===== src/rtl/cpu_sequencer_if.sv =====
// Bus between the instruction sequencer and its ROM/RAM/ALU surroundings.
interface cpu_sequencer_if #(
    parameter int unsigned DATA_WIDTH     = 8,
    parameter int unsigned ROM_ADDR_WIDTH = 8,
    parameter int unsigned ROM_WIDTH      = 16
);
    logic [ROM_WIDTH-1:0]      rom_data;
    logic [DATA_WIDTH-1:0]     ram_data;
    logic                      zero_flag;
    logic                      sign_flag;
    logic                      carry_flag;
    logic                      stall;
    logic [ROM_ADDR_WIDTH-1:0] rom_addr;
    logic                      fetch_ena;
    logic                      execute_ena;
    logic                      jump_ena;
    logic                      write_reg_ena;
    logic                      write_ram_ena;
    logic [3:0]                opcode;
    logic [1:0]                addr_mode;
    logic [7:0]                operand;
    logic [7:0]                eff_addr;
    logic                      halted;

    // Sequencer side.
    modport master (
        input  rom_data, ram_data, zero_flag, sign_flag, carry_flag, stall,
        output rom_addr, fetch_ena, execute_ena, jump_ena, write_reg_ena,
               write_ram_ena, opcode, addr_mode, operand, eff_addr, halted
    );

    // Memory / ALU side.
    modport slave (
        output rom_data, ram_data, zero_flag, sign_flag, carry_flag, stall,
        input  rom_addr, fetch_ena, execute_ena, jump_ena, write_reg_ena,
               write_ram_ena, opcode, addr_mode, operand, eff_addr, halted
    );
endinterface


===== src/rtl/cpu_sequencer.sv =====
// Multi-cycle instruction sequencer: fetch, decode, optional indirect pointer
// load, execute with conditional jumps, and register/RAM writeback.
module cpu_sequencer #(
    parameter int unsigned DATA_WIDTH     = 8,
    parameter int unsigned ROM_ADDR_WIDTH = 8,
    parameter int unsigned ROM_WIDTH      = 16
) (
    input  logic             clk,
    input  logic             rst,
    cpu_sequencer_if.master  bus
);
    localparam logic [1:0] MODE_INDIRECT = 2'b11;
    localparam logic [3:0] OP_JMP  = 4'h9;
    localparam logic [3:0] OP_JZ   = 4'hA;
    localparam logic [3:0] OP_JNZ  = 4'hB;
    localparam logic [3:0] OP_JC   = 4'hC;
    localparam logic [3:0] OP_JS   = 4'hD;
    localparam logic [3:0] OP_HALT = 4'hF;
    localparam logic [3:0] OP_STORE = 4'h2;

    typedef enum logic [2:0] {
        S_FETCH, S_DECODE, S_INDIRECT, S_EXECUTE, S_WRITEBACK, S_HALT
    } state_t;

    state_t                    r_state;
    state_t                    w_state_next;
    logic [ROM_ADDR_WIDTH-1:0] r_pc;
    logic [ROM_ADDR_WIDTH-1:0] w_pc_next;
    logic [3:0]                r_opcode;
    logic [1:0]                r_addr_mode;
    logic [7:0]                r_operand;
    logic [7:0]                r_eff_addr;
    logic [7:0]                w_eff_next;
    logic [ROM_WIDTH-1:0]      w_instr;
    logic [DATA_WIDTH-1:0]     w_ram_data;
    logic                      w_taken;
    logic                      w_fetch;
    logic                      w_exec;
    logic                      w_wreg;
    logic                      w_wram;
    logic                      w_halted;
    logic                      w_unused_bits;

    assign w_instr       = bus.rom_data;
    assign w_ram_data    = bus.ram_data;
    assign w_unused_bits = ^w_instr[9:8];

    // State register; reset wins over stall.
    always_ff @(posedge clk) begin
        if (rst) begin
            r_state <= S_FETCH;
        end else if (!bus.stall) begin
            r_state <= w_state_next;
        end
    end

    // Next state, next PC/eff_addr and phase strobes.
    always_comb begin
        w_state_next = r_state;
        w_pc_next    = r_pc;
        w_eff_next   = r_eff_addr;
        w_taken      = 1'b0;
        w_fetch      = 1'b0;
        w_exec       = 1'b0;
        w_wreg       = 1'b0;
        w_wram       = 1'b0;
        w_halted     = 1'b0;
        case (r_state)
            S_FETCH: begin
                w_fetch      = 1'b1;
                w_state_next = S_DECODE;
            end
            S_DECODE: begin
                w_eff_next = r_operand;
                if (r_opcode == OP_HALT)
                    w_state_next = S_HALT;
                else if (r_addr_mode == MODE_INDIRECT)
                    w_state_next = S_INDIRECT;
                else
                    w_state_next = S_EXECUTE;
            end
            S_INDIRECT: begin
                w_eff_next   = 8'(w_ram_data);
                w_state_next = S_EXECUTE;
            end
            S_EXECUTE: begin
                w_exec = 1'b1;
                case (r_opcode)
                    OP_JMP:  w_taken = 1'b1;
                    OP_JZ:   w_taken = bus.zero_flag;
                    OP_JNZ:  w_taken = ~bus.zero_flag;
                    OP_JC:   w_taken = bus.carry_flag;
                    OP_JS:   w_taken = bus.sign_flag;
                    default: w_taken = 1'b0;
                endcase
                if (r_opcode >= 4'h1 && r_opcode <= 4'h7) begin
                    w_state_next = S_WRITEBACK;
                end else begin
                    w_state_next = S_FETCH;
                    if (w_taken)
                        w_pc_next = (r_addr_mode == MODE_INDIRECT) ?
                                    ROM_ADDR_WIDTH'(r_eff_addr) :
                                    ROM_ADDR_WIDTH'(r_operand);
                    else
                        w_pc_next = r_pc + ROM_ADDR_WIDTH'(1);
                end
            end
            S_WRITEBACK: begin
                if (r_opcode == OP_STORE) w_wram = 1'b1;
                else                      w_wreg = 1'b1;
                w_pc_next    = r_pc + ROM_ADDR_WIDTH'(1);
                w_state_next = S_FETCH;
            end
            S_HALT: begin
                w_halted = 1'b1;
            end
            default: w_state_next = S_FETCH;
        endcase
        // Strobes stay quiet while reset is held.
        if (rst) begin
            w_taken  = 1'b0;
            w_fetch  = 1'b0;
            w_exec   = 1'b0;
            w_wreg   = 1'b0;
            w_wram   = 1'b0;
            w_halted = 1'b0;
        end
    end

    // PC, instruction fields and effective address; all frozen under stall.
    always_ff @(posedge clk) begin
        if (rst) begin
            r_pc        <= '0;
            r_opcode    <= '0;
            r_addr_mode <= '0;
            r_operand   <= '0;
            r_eff_addr  <= '0;
        end else if (!bus.stall) begin
            r_pc       <= w_pc_next;
            r_eff_addr <= w_eff_next;
            if (r_state == S_FETCH) begin
                r_opcode    <= w_instr[15:12];
                r_addr_mode <= w_instr[11:10];
                r_operand   <= w_instr[7:0];
            end
        end
    end

    assign bus.rom_addr      = r_pc;
    assign bus.opcode        = r_opcode;
    assign bus.addr_mode     = r_addr_mode;
    assign bus.operand       = r_operand;
    assign bus.eff_addr      = r_eff_addr;
    assign bus.fetch_ena     = w_fetch;
    assign bus.execute_ena   = w_exec;
    assign bus.jump_ena      = w_taken;
    assign bus.write_reg_ena = w_wreg;
    assign bus.write_ram_ena = w_wram;
    assign bus.halted        = w_halted;
endmodule


===== src/flat_wrapper.sv =====
// flat-port wrapper written by rule: the top's interface ports become plain ports
module cpu_sequencer_flat 
#(
    parameter int unsigned DATA_WIDTH     = 8,
    parameter int unsigned ROM_ADDR_WIDTH = 8,
    parameter int unsigned ROM_WIDTH      = 16
)
  (clk, rst, bus_rom_data, bus_ram_data, bus_zero_flag, bus_sign_flag, bus_carry_flag, bus_stall, bus_rom_addr, bus_fetch_ena, bus_execute_ena, bus_jump_ena, bus_write_reg_ena, bus_write_ram_ena, bus_opcode, bus_addr_mode, bus_operand, bus_eff_addr, bus_halted);
  cpu_sequencer_if #(.DATA_WIDTH(DATA_WIDTH), .ROM_ADDR_WIDTH(ROM_ADDR_WIDTH), .ROM_WIDTH(ROM_WIDTH)) bus_i ();
  input  logic clk;
  input  logic rst;
  input wire logic [$bits(bus_i.rom_data)-1:0] bus_rom_data;
  input wire logic [$bits(bus_i.ram_data)-1:0] bus_ram_data;
  input wire logic [$bits(bus_i.zero_flag)-1:0] bus_zero_flag;
  input wire logic [$bits(bus_i.sign_flag)-1:0] bus_sign_flag;
  input wire logic [$bits(bus_i.carry_flag)-1:0] bus_carry_flag;
  input wire logic [$bits(bus_i.stall)-1:0] bus_stall;
  output wire logic [$bits(bus_i.rom_addr)-1:0] bus_rom_addr;
  output wire logic [$bits(bus_i.fetch_ena)-1:0] bus_fetch_ena;
  output wire logic [$bits(bus_i.execute_ena)-1:0] bus_execute_ena;
  output wire logic [$bits(bus_i.jump_ena)-1:0] bus_jump_ena;
  output wire logic [$bits(bus_i.write_reg_ena)-1:0] bus_write_reg_ena;
  output wire logic [$bits(bus_i.write_ram_ena)-1:0] bus_write_ram_ena;
  output wire logic [$bits(bus_i.opcode)-1:0] bus_opcode;
  output wire logic [$bits(bus_i.addr_mode)-1:0] bus_addr_mode;
  output wire logic [$bits(bus_i.operand)-1:0] bus_operand;
  output wire logic [$bits(bus_i.eff_addr)-1:0] bus_eff_addr;
  output wire logic [$bits(bus_i.halted)-1:0] bus_halted;
  assign bus_i.rom_data = bus_rom_data;
  assign bus_i.ram_data = bus_ram_data;
  assign bus_i.zero_flag = bus_zero_flag;
  assign bus_i.sign_flag = bus_sign_flag;
  assign bus_i.carry_flag = bus_carry_flag;
  assign bus_i.stall = bus_stall;
  assign bus_rom_addr = bus_i.rom_addr;
  assign bus_fetch_ena = bus_i.fetch_ena;
  assign bus_execute_ena = bus_i.execute_ena;
  assign bus_jump_ena = bus_i.jump_ena;
  assign bus_write_reg_ena = bus_i.write_reg_ena;
  assign bus_write_ram_ena = bus_i.write_ram_ena;
  assign bus_opcode = bus_i.opcode;
  assign bus_addr_mode = bus_i.addr_mode;
  assign bus_operand = bus_i.operand;
  assign bus_eff_addr = bus_i.eff_addr;
  assign bus_halted = bus_i.halted;
  cpu_sequencer #(.DATA_WIDTH(DATA_WIDTH), .ROM_ADDR_WIDTH(ROM_ADDR_WIDTH), .ROM_WIDTH(ROM_WIDTH)) u_core (.clk(clk), .rst(rst), .bus(bus_i));
endmodule

===== config.mk =====
export PLATFORM = sky130hd
export DESIGN_NAME = cpu_sequencer_flat
export DESIGN_NICKNAME = d
export VERILOG_FILES = /design/src/rtl/cpu_sequencer_if.sv /design/src/rtl/cpu_sequencer.sv /design/src/flat_wrapper.sv
export SDC_FILE = /design/constraint.sdc
export NUM_CORES = 1
export LEC_CHECK = 0
export CORE_MARGIN = 4
export CORE_UTILIZATION = 38
export CTS_CLUSTER_SIZE = 40
export DETAILED_ROUTE_END_ITERATION = 8
export DONT_BUFFER_PORTS = 1
export GPL_TIMING_DRIVEN = 0
export PLACE_DENSITY = 0.5
export SLEW_MARGIN = 20
export SYNTH_ARGS = -nofsm -noshare
export SYNTH_HDL_FRONTEND = slang
export SYNTH_SLANG_ARGS = --single-unit

===== constraint.sdc =====
create_clock -name clk -period 2.22 [get_ports clk]
set_input_delay 0.444 -clock clk [delete_from_list [all_inputs] [get_ports clk]]
set_output_delay 0.444 -clock clk [all_outputs]
set_load 0.005 [all_outputs]

# --- Yosys cells after proc, flatten, opt, wreduce, memory -nomap -nowiden ---
# Cells that the tools add are included.
classes:
  n_addsub: 1
  magnitude_cmp: 2
  eq_ne: 14
  n_mux: 25
  n_bitwise: 3
  n_reduce_logical: 8
op_table:
  columns: ["cell", "n"]
  rows:
  - ["$pmux W8 S2", 2]
  - ["$eq A4 B4 Y1 const B", 6]
  - ["$mux W8", 3]
  - ["$mux W1", 16]
  - ["$pmux W3 S5", 1]
  - ["$add A8 B1 Y8 const B", 1]
  - ["$eq A3 B2 Y1 const B", 2]
  - ["$eq A3 B3 Y1 const B", 2]
  - ["$mux W3", 2]
  - ["$reduce_and A2 Y1", 3]
  - ["$pmux W1 S5", 1]
  - ["$eq A4 B2 Y1 const B", 1]
  - ["$ge A4 B1 Y1 const B", 1]
  - ["$le A4 B3 Y1 const B", 1]
  - ["$reduce_bool A2 Y1", 2]
  - ["$eq A3 B1 Y1 const B", 1]
  - ["$logic_not A3 Y1", 1]
  - ["$not A1 Y1", 3]
  - ["$reduce_and A3 Y1", 1]
  - ["$eq A2 B2 Y1 const B", 1]
  - ["$ne A2 B2 Y1 const B", 1]
  - ["$logic_and A1 B1 Y1", 1]
totals:
  reg_bits: 33
  inputBits: 30
  out_inout_bits: 36
  wordCells: 59

# --- Logic depth before layout (Yosys ltp) ---
logic_depth:
  depth_word: 6
  ltp_mapped: 7
  depth_no_buf: 5

# --- Worst setup path after synthesis ---
# Ideal clock, no wire load.
synth_path:
  kind: "in2reg"
  startpoint: "in bus_stall"
  endpoint: "reg u_core.r_pc[5], in the netlist u_core.bus.rom_addr[5]"
  setup_time_ps: 147
  arrival_ps: 1539
  t_required_ps: 2073
  path_slack_ps: 534
  path_stages: 5
  path_buffers: 1
  cell_sequence: "clkbuf_1 > nor2_1 > o2111ai_2 > a2111oi_0 > a2111oi_2"
synth_via:
  elab_chain_len: 2
synth_lines:
  columns: ["item", "line_no", "text"]
  rows:
  - ["start, declared", "flat_wrapper.sv:17", "input wire logic [$bits(bus_i.stall)-1:0] bus_stall;"]
  - ["$not A1 Y1 (no line)", null, null]
  - ["$reduce_and A3 Y1 (no line)", null, null]
  - ["end signal, assigned", "cpu_sequencer.sv:139", "r_pc <= w_pc_next;"]
  - ["end, declared", "cpu_sequencer.sv:27", "logic [ROM_ADDR_WIDTH-1:0] r_pc;"]
# No other way between the ends.
# A chain may end at the register's enable or synchronous reset.

# --- Worst setup path in the final report ---
layout_path:
  startpoint: "reg u_core.r_opcode[1], in the netlist u_core.bus.opcode[1]"
  endpoint: "out bus_write_ram_ena"
layout_via:
  elab_chain_len: 4
layout_lines:
  columns: ["item", "line_no", "text"]
  rows:
  - ["start, declared", "cpu_sequencer.sv:29", "logic [3:0] r_opcode;"]
  - ["start signal, assigned", "cpu_sequencer.sv:142", "r_opcode <= w_instr[15:12];"]
  - ["$eq A4 B2 Y1", "cpu_sequencer.sv:109", "if (r_opcode == OP_STORE) w_wram = 1'b1;"]
  - ["$mux W1", "cpu_sequencer.sv:109", null]
  - ["$mux W1", "cpu_sequencer.sv:68", "case (r_state)"]
  - ["$mux W1", "cpu_sequencer.sv:120", "if (rst) begin"]
  - ["end, declared", "flat_wrapper.sv:23", "output wire logic [$bits(bus_i.write_ram_ena)-1:0] bus_write_ram_ena;"]
# No other way between the ends.

==> results.json <==
{
  "end_kind": "output port",
  "p_per_area_nw_per_um2": 648.2,
  "totalPowerFinal_mw": 1.268,
  "cts_sinks": 33,
  "die-width_um": 76.84,
  "r2r-start": "u_core.bus.opcode[0]",
  "dp_hpwl_um": 3575,
  "syn-num-nets": 251,
  "clock_skew_ns": 0.009455,
  "io_buffers": 0,
  "grt_first_pass_wirelength_um": 7962,
  "ys_seq_area_share_pct": 36.69,
  "synth_edf_count": 0,
  "ys_ff_latch": 33,
  "worstMarginPinSlew_ns": 0.6656,
  "io_pins": 66,
  "synth_top_area_cell": "dfxtp_1",
  "fin_crit_ns": 2.047,
  "grt_overflow": 0,
  "yosysTopAreaCellShare_pct": 36.69,
  "vias_per_cell": 5.581,
  "dieArea_um2": 5904,
  "area_delta_synth_final_pct": 8.617,
  "ctsHoldBuffers": 0,
  "p_leak_nw": 0.6844,
  "slew_viol_final": 0,
  "clk_path_buf_depth": 2,
  "drv_cap": 0,
  "yosys-top-cells-count": "dfxtp_1 (33), nand2_1 (32), a21oi_1 (30)",
  "peakVddDrop_uv": 356.6,
  "finalSetupViolCount": 0,
  "syn_inst": 220,
  "r2r_cells": 5,
  "r2r_slack_ns": 0.30,
  "cts-htree-levels": 2,
  "syn_area_per_cell_um2": 8.184,
  "hold_viol": 0,
  "post_cts_buffers": 0,
  "synthFlopType": "dfxtp_1",
  "dr.pass1.iters": 4,
  "post-route-period-util_pct": 92.21,
  "core_area_um2": 4474,
  "start_util_pct": 40.24,
  "drt_wl_total_um": 4803,
  "rows": 24,
  "crit_start": "u_core.bus.opcode[1]",
  "synth.most_common_cell": "dfxtp_1",
  "ys_types": 44,
  "grt_max_degree": 11,
  "drtIter0Drc": 144,
  "cts_resized": 0,
  "rsz0062_at_grt": "no",
  "cts_tree": "done",
  "grt_pass1_vias": 1592,
  "fin_nets": 258,
  "clk_transition_reported_paths_ns": 0.06,
  "grt_usage_pct": 16.94,
  "drive_gt1_share_pct": 14.10,
  "crit_path_end": "bus_write_ram_ena",
  "antenna_cells": 0,
  "wire_per_inst_um": 17.22,
  "setup_tns_ns": 0,
  "synthTopCellsByArea": "dfxtp_1 (37%), a21oi_1 (8.3%), mux2i_1 (7.8%), nand2_1 (6.7%), nor2_1 (6.0%)",
  "die_y_um": 76.84,
  "instances_no_fill": 279,
  "worst_ep_arrival_time_ns": 1.60,
  "cts_root_buf": "clkbuf_8",
  "async_flop_share_pct": 0,
  "crit_path_max_fanout": 9,
  "netlist_area_um2": 1800,
  "cts_buffers": 5,
  "vias": 1557,
  "status": "finished, final reports clean",
  "r2r_end": "u_core.bus.rom_addr[5]",
  "clock.fmax_mhz": 488.5,
  "yosys_warnings": 0,
  "place_inst": 272,
  "antenna_found_initial": 0,
  "final_antenna_net_count": 0,
  "finalWeightedCongestion": 0.9370,
  "clkLatencyLatePin_ns": 0.28,
  "worst_ep_required_time_ns": 1.78,
  "critPathKind": "reg -> out",
  "hold_class": "in -> reg",
  "startpoint_type": "flip-flop",
  "slew_headroom_pct": 54.48,
  "drc": 0
}
==> layout by cell type, fill, tap and decap left out, types with 2 or more instances in the layout <==
master and count:
dfxtp_1 33, nand2_1 32, a21oi_1 30, nor2_1 29, mux2i_1 14, inv_1 7, clkbuf_1 6, buf_2 6
mux2_2 6, o32ai_1 6, clkbuf_8 6, nand3_1 4, nor2b_1 3, nor3_1 3, nor3b_1 3, o21ai_1 3
and3_1 3, nand2b_1 2, nor4_1 2, nand3b_1 2, nand4_1 2
==> cell families after synthesis <==
kind of cell / synth area share (%)
AO/OA/AOI/OAI: 19.60
flip-flops: 36.69
adder cells (fa/ha/maj): 0.6948
buffers and inverters: 5.421
AND/OR/NAND/NOR: 26.06
multiplexers: 11.54
==> per-stage QoR <==
step / instance area, um2 / hold slack, ns / worst slack [ns] / util [%]
floorplan: 1800 / 0.4736 / 0.5340 / -
global placement: 1866 / 0.5018 / 0.1659 / 41.69
detailed placement: 1866 / 0.5101 / 0.2571 / 41.69
CTS: 1956 / 0.2856 / 0.1354 / 43.71
global route: 1956 / 0.2798 / 0.02249 / 43.71
finish: 1956 / 0.2928 / 0.1729 / 43.71
==> worst max-delay path: stages, from the launching register on <==
cell and delay [ns]:
dfxtp_1 0.48, or4b_2 0.63, nor3_1 0.21
==> layout make-up <==
type                       instances  area, um2
fill                             453       2519
multi-input combinational        166       1042
sequential                        33      660.6
clock buffer                       6      82.58
buffer                            14      71.32
tap                               52      65.06
inverter                           7      26.28
clock inverter                     1      7.507
==> state kept, by name, indices dropped and copies added (netlist names) <==
name and cells:
u_core.bus.rom_addr 8, u_core.bus.operand 8, u_core.bus.opcode 4, u_core.bus.eff_addr 8, u_core.r_state 3, u_core.bus.addr_mode 2
==> worst min path at each step <==
stage,from,to,slack [ns],depth (start not counted)
2_1_floorplan,u_core.bus.operand[1],u_core.bus.operand[1],0.47,2
3_3_place_gp,u_core.bus.operand[4],u_core.bus.operand[4],0.50,2
3_5_place_dp,u_core.bus.operand[7],u_core.bus.operand[7],0.51,2
4_1_cts,bus_rom_data[15],u_core.bus.opcode[3],0.29,2
5_1_grt,bus_rom_data[11],u_core.bus.addr_mode[1],0.28,2
6_report,bus_rom_data[11],u_core.bus.addr_mode[1],0.29,2
==> power by group <==
group | internal (mW) | leakage [nW] | switching (mW) | total, mW
Combinational | 0.0594 | 0.373 | 0.0944 | 0.154
Sequential | 0.617 | 0.268 | 0.0358 | 0.653
Clock | 0.245 | 0.0433 | 0.216 | 0.461
Total | 0.921 | 0.684 | 0.347 | 1.27
==> per-layer routing <==
| metal | routed length (um) | vias up | global-route usage, % |
|---|---|---|---|
| met4 | 29 | 0 | 5.616 |
| met5 | 0 | - | 0 |
| met1 | 2157 | 711 | 21.33 |
| met2 | 2179 | 52 | 25.09 |
| li1 | - | 790 | - |
| met3 | 436 | 4 | 8.314 |
Power figures use the tool's default switching activity.
